==> src/rtl/dsp_operand_feeder_if.sv <==
// Operand stream and slice-side bundle for dsp_operand_feeder.
// The master drives operands and stall; the slave (feeder) drives the slice-side outputs.
interface dsp_operand_feeder_if #(
    parameter int WIDTH  = 18,
    parameter int ADDR_W = 2
);
    logic              in_valid;
    logic              in_ready;
    logic [WIDTH-1:0]  in_a;
    logic [WIDTH-1:0]  in_b;
    logic [WIDTH-1:0]  in_d;
    logic [WIDTH-1:0]  out_a;
    logic [WIDTH-1:0]  out_b;
    logic [WIDTH-1:0]  out_d;
    logic              out_ce;
    logic              stall;
    logic              res_valid;
    logic [ADDR_W:0]   fill;

    modport master (
        output in_valid, in_a, in_b, in_d, stall,
        input  in_ready, out_a, out_b, out_d, out_ce, res_valid, fill
    );

    modport slave (
        input  in_valid, in_a, in_b, in_d, stall,
        output in_ready, out_a, out_b, out_d, out_ce, res_valid, fill
    );
endinterface

==> src/rtl/dsp_operand_feeder.sv <==
// Buffers A/B/D triples and issues them into the DSP48A1 slice with a shared clock-enable,
// tracking each one to P with a token pipe. Optional FEEDER_FLUSH_EN adds a flush input.
module dsp_operand_feeder #(
    parameter int WIDTH    = 18,
    parameter int DEPTH    = 4,
    parameter int ADDR_W   = 2,
    parameter int PIPE_LAT = 4
) (
    input  logic                 clk,
    input  logic                 rst,
`ifdef FEEDER_FLUSH_EN
    input  logic                 flush,
`endif
    dsp_operand_feeder_if.slave  bus
);

    typedef struct packed {
        logic [WIDTH-1:0] a;
        logic [WIDTH-1:0] b;
        logic [WIDTH-1:0] d;
    } triple_t;

    triple_t               mem_q [DEPTH];
    triple_t               mem_d [DEPTH];
    logic [ADDR_W-1:0]     wr_ptr_q, wr_ptr_d;
    logic [ADDR_W-1:0]     rd_ptr_q, rd_ptr_d;
    logic [ADDR_W:0]       fill_q, fill_d;
    triple_t               out_q, out_d;
    logic [PIPE_LAT-1:0]   vld_pipe_q, vld_pipe_d;

    logic full, ce, push, pop;

    assign full         = (fill_q == (ADDR_W+1)'(DEPTH));
    assign ce           = !bus.stall;
    assign bus.in_ready = !rst && !full;
    assign bus.out_ce   = ce;

    // Pop only from what is already stored, so a fresh push never bypasses to out_*.
    assign pop = ce && (fill_q != '0);
`ifdef FEEDER_FLUSH_EN
    assign push = bus.in_valid && bus.in_ready && !flush;
`else
    assign push = bus.in_valid && bus.in_ready;
`endif

    always_comb begin
        mem_d      = mem_q;
        wr_ptr_d   = wr_ptr_q;
        rd_ptr_d   = rd_ptr_q;
        out_d      = out_q;
        vld_pipe_d = vld_pipe_q;
        fill_d     = fill_q + (ADDR_W+1)'(push) - (ADDR_W+1)'(pop);

        if (push) begin
            mem_d[wr_ptr_q] = '{a: bus.in_a, b: bus.in_b, d: bus.in_d};
            wr_ptr_d        = wr_ptr_q + ADDR_W'(1);
        end

        // Tokens advance with the slice registers; an empty FIFO issues a bubble.
        if (ce) begin
            vld_pipe_d[0] = pop;
            for (int i = 1; i < PIPE_LAT; i++) begin
                vld_pipe_d[i] = vld_pipe_q[i-1];
            end
            if (pop) begin
                out_d    = mem_q[rd_ptr_q];
                rd_ptr_d = rd_ptr_q + ADDR_W'(1);
            end
        end

`ifdef FEEDER_FLUSH_EN
        if (flush) begin
            wr_ptr_d   = '0;
            rd_ptr_d   = '0;
            fill_d     = '0;
            vld_pipe_d = '0;
            out_d      = out_q;
        end
`endif
    end

    always_ff @(posedge clk) begin
        if (rst) begin
            wr_ptr_q   <= '0;
            rd_ptr_q   <= '0;
            fill_q     <= '0;
            out_q      <= '0;
            vld_pipe_q <= '0;
        end else begin
            wr_ptr_q   <= wr_ptr_d;
            rd_ptr_q   <= rd_ptr_d;
            fill_q     <= fill_d;
            out_q      <= out_d;
            vld_pipe_q <= vld_pipe_d;
        end
    end

    // Storage needs no reset: occupancy is governed by the pointers and fill.
    always_ff @(posedge clk) begin
        mem_q <= mem_d;
    end

    assign bus.out_a     = out_q.a;
    assign bus.out_b     = out_q.b;
    assign bus.out_d     = out_q.d;
    assign bus.res_valid = vld_pipe_q[PIPE_LAT-1];
    assign bus.fill      = fill_q;

endmodule

==> src/flat_wrapper.sv <==
// flat-port wrapper written by rule: the top's interface ports become plain ports
module dsp_operand_feeder_flat 
#(
    parameter int WIDTH    = 18,
    parameter int DEPTH    = 4,
    parameter int ADDR_W   = 2,
    parameter int PIPE_LAT = 4
)
  (clk, rst, bus_in_valid, bus_in_a, bus_in_b, bus_in_d, bus_stall, bus_in_ready, bus_out_a, bus_out_b, bus_out_d, bus_out_ce, bus_res_valid, bus_fill);
  dsp_operand_feeder_if #(.WIDTH(WIDTH), .ADDR_W(ADDR_W)) bus_i ();
  input  logic clk;
  input  logic rst;
  input wire logic [$bits(bus_i.in_valid)-1:0] bus_in_valid;
  input wire logic [$bits(bus_i.in_a)-1:0] bus_in_a;
  input wire logic [$bits(bus_i.in_b)-1:0] bus_in_b;
  input wire logic [$bits(bus_i.in_d)-1:0] bus_in_d;
  input wire logic [$bits(bus_i.stall)-1:0] bus_stall;
  output wire logic [$bits(bus_i.in_ready)-1:0] bus_in_ready;
  output wire logic [$bits(bus_i.out_a)-1:0] bus_out_a;
  output wire logic [$bits(bus_i.out_b)-1:0] bus_out_b;
  output wire logic [$bits(bus_i.out_d)-1:0] bus_out_d;
  output wire logic [$bits(bus_i.out_ce)-1:0] bus_out_ce;
  output wire logic [$bits(bus_i.res_valid)-1:0] bus_res_valid;
  output wire logic [$bits(bus_i.fill)-1:0] bus_fill;
  assign bus_i.in_valid = bus_in_valid;
  assign bus_i.in_a = bus_in_a;
  assign bus_i.in_b = bus_in_b;
  assign bus_i.in_d = bus_in_d;
  assign bus_i.stall = bus_stall;
  assign bus_in_ready = bus_i.in_ready;
  assign bus_out_a = bus_i.out_a;
  assign bus_out_b = bus_i.out_b;
  assign bus_out_d = bus_i.out_d;
  assign bus_out_ce = bus_i.out_ce;
  assign bus_res_valid = bus_i.res_valid;
  assign bus_fill = bus_i.fill;
  dsp_operand_feeder #(.WIDTH(WIDTH), .DEPTH(DEPTH), .ADDR_W(ADDR_W), .PIPE_LAT(PIPE_LAT)) u_core (.clk(clk), .rst(rst), .bus(bus_i));
endmodule
==> config.mk <==
export PLATFORM = sky130hd
export DESIGN_NAME = dsp_operand_feeder_flat
export DESIGN_NICKNAME = d
export VERILOG_FILES = /design/src/rtl/dsp_operand_feeder_if.sv /design/src/rtl/dsp_operand_feeder.sv /design/src/flat_wrapper.sv
export SDC_FILE = /design/constraint.sdc
export NUM_CORES = 1
export LEC_CHECK = 0
export CAP_MARGIN = 15
export CORE_ASPECT_RATIO = 1.25
export CORE_MARGIN = 2
export CORE_UTILIZATION = 40
export CTS_CLUSTER_SIZE = 16
export DETAILED_ROUTE_END_ITERATION = 8
export SLEW_MARGIN = 20
export SYNTH_ARGS = -nofsm -noshare
export SYNTH_HDL_FRONTEND = slang
export SYNTH_SLANG_ARGS = --single-unit
==> constraint.sdc <==
create_clock -name clk -period 3.1 [get_ports clk]
set_input_delay 0.465 -clock clk [delete_from_list [all_inputs] [get_ports clk]]
set_output_delay 0.465 -clock clk [all_outputs]
set_load 0.02 [all_outputs]
* After elaboration in Yosys (flattened, before gate mapping) *
Index checks and enable logic that the tools add are counted.

word-level totals
  input port bits = 58
  register bits = 281

operators by class
  eq/ne operators = 1
  bitwise logic cells = 3
  muxes and demuxes = 6
  $add $sub $neg = 4
  magnitude comparators = 3
  reductions and logical operators = 9

operators with widths
  cell                                                                           count
  216-bit bitwise mux                                                            1
  54-bit 2-to-1 mux                                                              3
  54-bit binary-select mux with 2-bit select                                     1
  54-bit demux with 2-bit select                                                 1
  3-bit greater-or-equal comparator (second input constant)                      2
  2-bit NOT with 3-bit output                                                    2
  2-bit by 1-bit adder with 2-bit output (second input constant)                 2
  1-bit logical AND                                                              4
  3-bit by 1-bit adder with 3-bit output                                         1
  3-bit == test (second input constant)                                          1
  1-bit zero test                                                                3
  3-bit by 1-bit less-than comparator with 1-bit output (second input constant)  1
  3-bit nonzero test                                                             1
  3-bit by 1-bit subtractor with 3-bit output                                    1
  2-bit AND reduction                                                            1
  1-bit NOT                                                                      1

* Logic depth before layout (Yosys ltp) *
  depth after elaboration = 6
  mapped depth = 11
  gate-level depth less buffers = 10

* Worst setup path before layout *
No wires, ideal clock.

  kind = input -> register
  start = input rst
  end = register u_core.mem_q[0] (netlist bit), enable pin
  required time = 2.683 ns
  stages on the path = 3
  arrival time = 2.312 ns
  library setup time = 0.417 ns
  slack = 0.371 ns
  path through = buf_2 nor3b_2 and2_1

between the ends
  longest elaborated chain between the ends = 3

ends and longest elaborated chain
  item                  RTL line                   RTL
  start, declared       flat_wrapper.sv:12         input logic rst;
  1-bit zero test       dsp_operand_feeder.sv:35   assign bus.in_ready = !rst && !full;
  1-bit logical AND     dsp_operand_feeder.sv:35
  1-bit logical AND     dsp_operand_feeder.sv:43   assign push = bus.in_valid && bus.in_ready;
  net u_core.push       dsp_operand_feeder.sv:31   logic full, ce, push, pop;
  end signal, assigned  dsp_operand_feeder.sv:100  mem_q <= mem_d;
  end, declared         dsp_operand_feeder.sv:23   triple_t mem_q [DEPTH];

The timed path passes the listed nets, and every way through them passes these cells.
A chain may end at the register's enable or synchronous reset.

* Worst setup path after layout *
  start = register u_core.fill_q[2] (netlist: u_core.bus.fill[2])
  end = output bus_in_ready

between the ends
  longest elaborated chain between the ends = 3

ends and longest elaborated chain
  item                    RTL line                  RTL
  start, declared         dsp_operand_feeder.sv:27  logic [ADDR_W:0] fill_q, fill_d;
  start signal, assigned  dsp_operand_feeder.sv:92  fill_q <= fill_d;
  3-bit == test           dsp_operand_feeder.sv:33  assign full = (fill_q == (ADDR_W+1)'(DEPTH));
  1-bit zero test         dsp_operand_feeder.sv:35
  1-bit logical AND       dsp_operand_feeder.sv:35
  end, declared           flat_wrapper.sv:18        output wire logic [$bits(bus_i.in_ready)-1:0] bus_in_ready;

Every way passes these cells.

==> reports/qor.txt <==
Outcome - complete, no violations
Share of cells above drive strength 1 - 19.9%
DR vias - 4821
Longest Clk Path Bufs - 3
Register area share after synthesis - 77.6%
Synth top area share - 64.6%
Largest delay contributor family on the critical path - buffers and inverters
Clk_lat worst skew - 0.53 ns
Post-cts resize count - 0
Most frequent cells in the layout - edfxtp_1, clkdlybuf4s50_1, dfxtp_1
Worst Path Buf+Inv - 1
Syn nets - 531
Die ar. - 0.0264 mm^2
GRT overflow - 0
Gate count of the mapped netlist - 466
Core ar. - 0.0246 mm^2
WL per Instance - 20.7 um
Worst EP required - 2.63 ns
Area of the multi-input gates - 0.00204 mm^2
Final Skew - 0.0137 ns
Nets - 668
Vert. Die Dim - 181 um
Mean Syn Cell Area - 21.5 um^2
Root buffer cell - clkbuf_16
Finished Core Util - 51.3%
Antenna viol nets, final - 0
CP Class - flop to output port
Hold Path End - u_core.bus.out_b[8]$_SDFFE_PP0P_
Yosys reg bits - 281
RR Startpoint - u_core.bus.fill[2]$_SDFF_PP0_
Row count - 64
Worst path max stage delay - 0.56 ns
Worst-margin pin slew - 0.547 ns
Buffers on Ports - 117
Initial core utilization - 40.8%
H-Tree Level Count - 1
Antenna violations before repair - 0
DR DRC count - 0
Maximum clock frequency - 0.422 GHz
Peak supply drop - 391 uV
Global-route wire length before repair - 30500 um
Post-Route Setup TNS - 0 ns
Final slew viol count - 0
Worst-path fanout max - 5
Distinct cell type count after synthesis - 31
Filler cell count in the final layout - 2028
Dpl hpwl - 11800 um
Slew headroom - 63.5%
Final hold violations - 0
Setup violations, final - 0
Hold Path Depth - 1
Gp weighted congestion - 0.715
Register-to-register setup slack - 0.79 ns
Sink Count - 281
Iter 0 DRT Violations - 309
Capture point of the worst reg-to-reg path - u_core.bus.fill[2]$_SDFF_PP0_
Critical path capture point type - output port
Min Hold Slack - 0.478 ns
Largest net degree at the start of global routing - 55
Area grow syn2layout - 25.5%
Initial DRT Pass Iterations - 4
Cells on worst reg2reg path - 10
CP max-delay cell - clkdlybuf4s50_1
GRT Total Usage - 15.0%
Area contributors post-synth - edfxtp_1, dfxtp_1, mux4_2
Tmin final - 2.37 ns
Max_cap viols - 0
RSZ-0062 raised after global routing - no
Post-CTS Setup Bufs - 0
Num CTS Buffers - 27
Leakage - 4.14 nW
Crit share post-route - 76.5%
Worst-path clk slew - 0.06 ns
Crit-path cells - nor3b_1 > nor2_1 > clkdlybuf4s50_1
CTS tree - done
Worst hold path type - flop to flop
Ant diodes - 0
Critical path arrival - 1.91 ns
Number of global-route vias before repair - 5361
Die X-Extent - 146 um
Synth area leader - edfxtp_1
Sequential Area - 0.00779 mm^2
Routed vias/inst - 5.06
I/O pin count - 118
Cell area after synthesis - 0.0100 mm^2
Commonest non-fill, non-tap cell in the layout - edfxtp_1
Total Wirelength - 19800 um
Hold Startpoint - u_core.bus.out_b[8]$_SDFFE_PP0P_
Crit start category - flop
PwrDens - 803 mW/mm^2
Synth Warn # - 0
Hold_buf cts - 0
cell usage after synthesis:
| cell type | instances |
|---|---|
| nand2b_1 | 1 |
| and2_1 | 4 |
| or3_4 | 1 |
| inv_1 | 9 |
| fa_1 | 1 |
| nor2b_1 | 2 |
| nand2_1 | 2 |
| nor3_2 | 1 |
| ha_1 | 6 |
| a22o_1 | 54 |
| xnor2_1 | 2 |
| nor3_1 | 1 |
| mux4_2 | 54 |
| a21oi_4 | 1 |
| edfxtp_1 | 216 |
| buf_12 | 1 |
| or3_1 | 1 |
| a311oi_1 | 1 |
| nor3b_2 | 1 |
| buf_1 | 1 |
| a31o_2 | 1 |
| mux2i_1 | 4 |
| buf_2 | 7 |
| buf_6 | 8 |
| o21ai_0 | 1 |
| dfxtp_1 | 65 |
| mux2_2 | 1 |
| nor2_1 | 7 |
| a21oi_1 | 2 |
| nor3b_1 | 1 |
| clkbuf_1 | 9 |
final cells by class:
| type | instances | share of cell area, % |
|---|---|---|
| Tap cell | 330 | 3.28 |
| Multi-Input combinational cell | 150 | 16.2 |
| Inverter | 9 | 0.268 |
| Timing Repair Buffer | 134 | 11.0 |
| Clock buffer | 37 | 5.90 |
| Sequential cell | 281 | 61.8 |
| Clock inverter | 12 | 1.49 |
logic make-up (layout without fill, tap and decap cells):
group           after synthesis  after routing  share of synthesized area (%)
mux                          59             59                           12.6
flops                       281            281                           77.6
simple gates                 22             22                           1.30
compound gates               60             60                           5.20
fa+ha+maj                     7              7                          0.948
xor+xnor                      2              2                          0.175
buf+inv                      35            192                           2.16
worst max path at each step:
stage                                  startpoint                            end  slack (ns)  depth (start not counted)
finish              u_core.bus.fill[2]$_SDFF_PP0_                   bus_in_ready        0.73                          3
global placement                        bus_stall  u_core.bus.fill[2]$_SDFF_PP0_        0.52                         11
global route        u_core.bus.fill[2]$_SDFF_PP0_                   bus_in_ready        0.65                          3
floorplan                                     rst      u_core.mem_q[0]$_DFFE_PP_        0.37                          3
CTS                 u_core.bus.fill[2]$_SDFF_PP0_                   bus_in_ready        0.69                          3
detailed placement                      bus_stall  u_core.bus.fill[2]$_SDFF_PP0_        0.50                         11
metrics by stage:
step | total power [mW] | setup slack [ns] | area (um^2) | instances
finish | 10.1 | 0.730 | 12600 | 953
global route | 10.5 | 0.654 | 12600 | 953
CTS | 10.3 | 0.688 | 12600 | 953
detailed placement | 6.82 | 0.498 | 11700 | 904
global placement | 6.78 | 0.516 | 11700 | 904
floorplan | 6.00 | 0.371 | 10000 | 466
flip-flops by register name, indices dropped and copies added (netlist names):
name,flops
u_core.mem_q,216
u_core.bus.out_a,18
u_core.bus.out_b,18
u_core.bus.out_d,18
u_core.vld_pipe_q,4
u_core.bus.fill,3
u_core.rd_ptr_q,2
u_core.wr_ptr_q,2
power by group:
part / switching (mW) / internal [mW] / total (mW)
logic: 0.946 / 1.03 / 1.97
registers: 0.243 / 4.47 / 4.72
clock network: 1.34 / 2.09 / 3.43
total: 2.53 / 7.59 / 10.1
layer usage:
| metal | global-route usage, % | vias up | part of all wire, % |
|---|---|---|---|
| li1 | - | 2186 | - |
| met1 | 17.4 | 2494 | 40 |
| met2 | 28.3 | 109 | 53 |
| met3 | 2.53 | 32 | 4.3 |
| met4 | 4.20 | 0 | 2.0 |
| met5 | 0 | - | 0 |
Note: power is estimated with default switching activity, not from simulation.
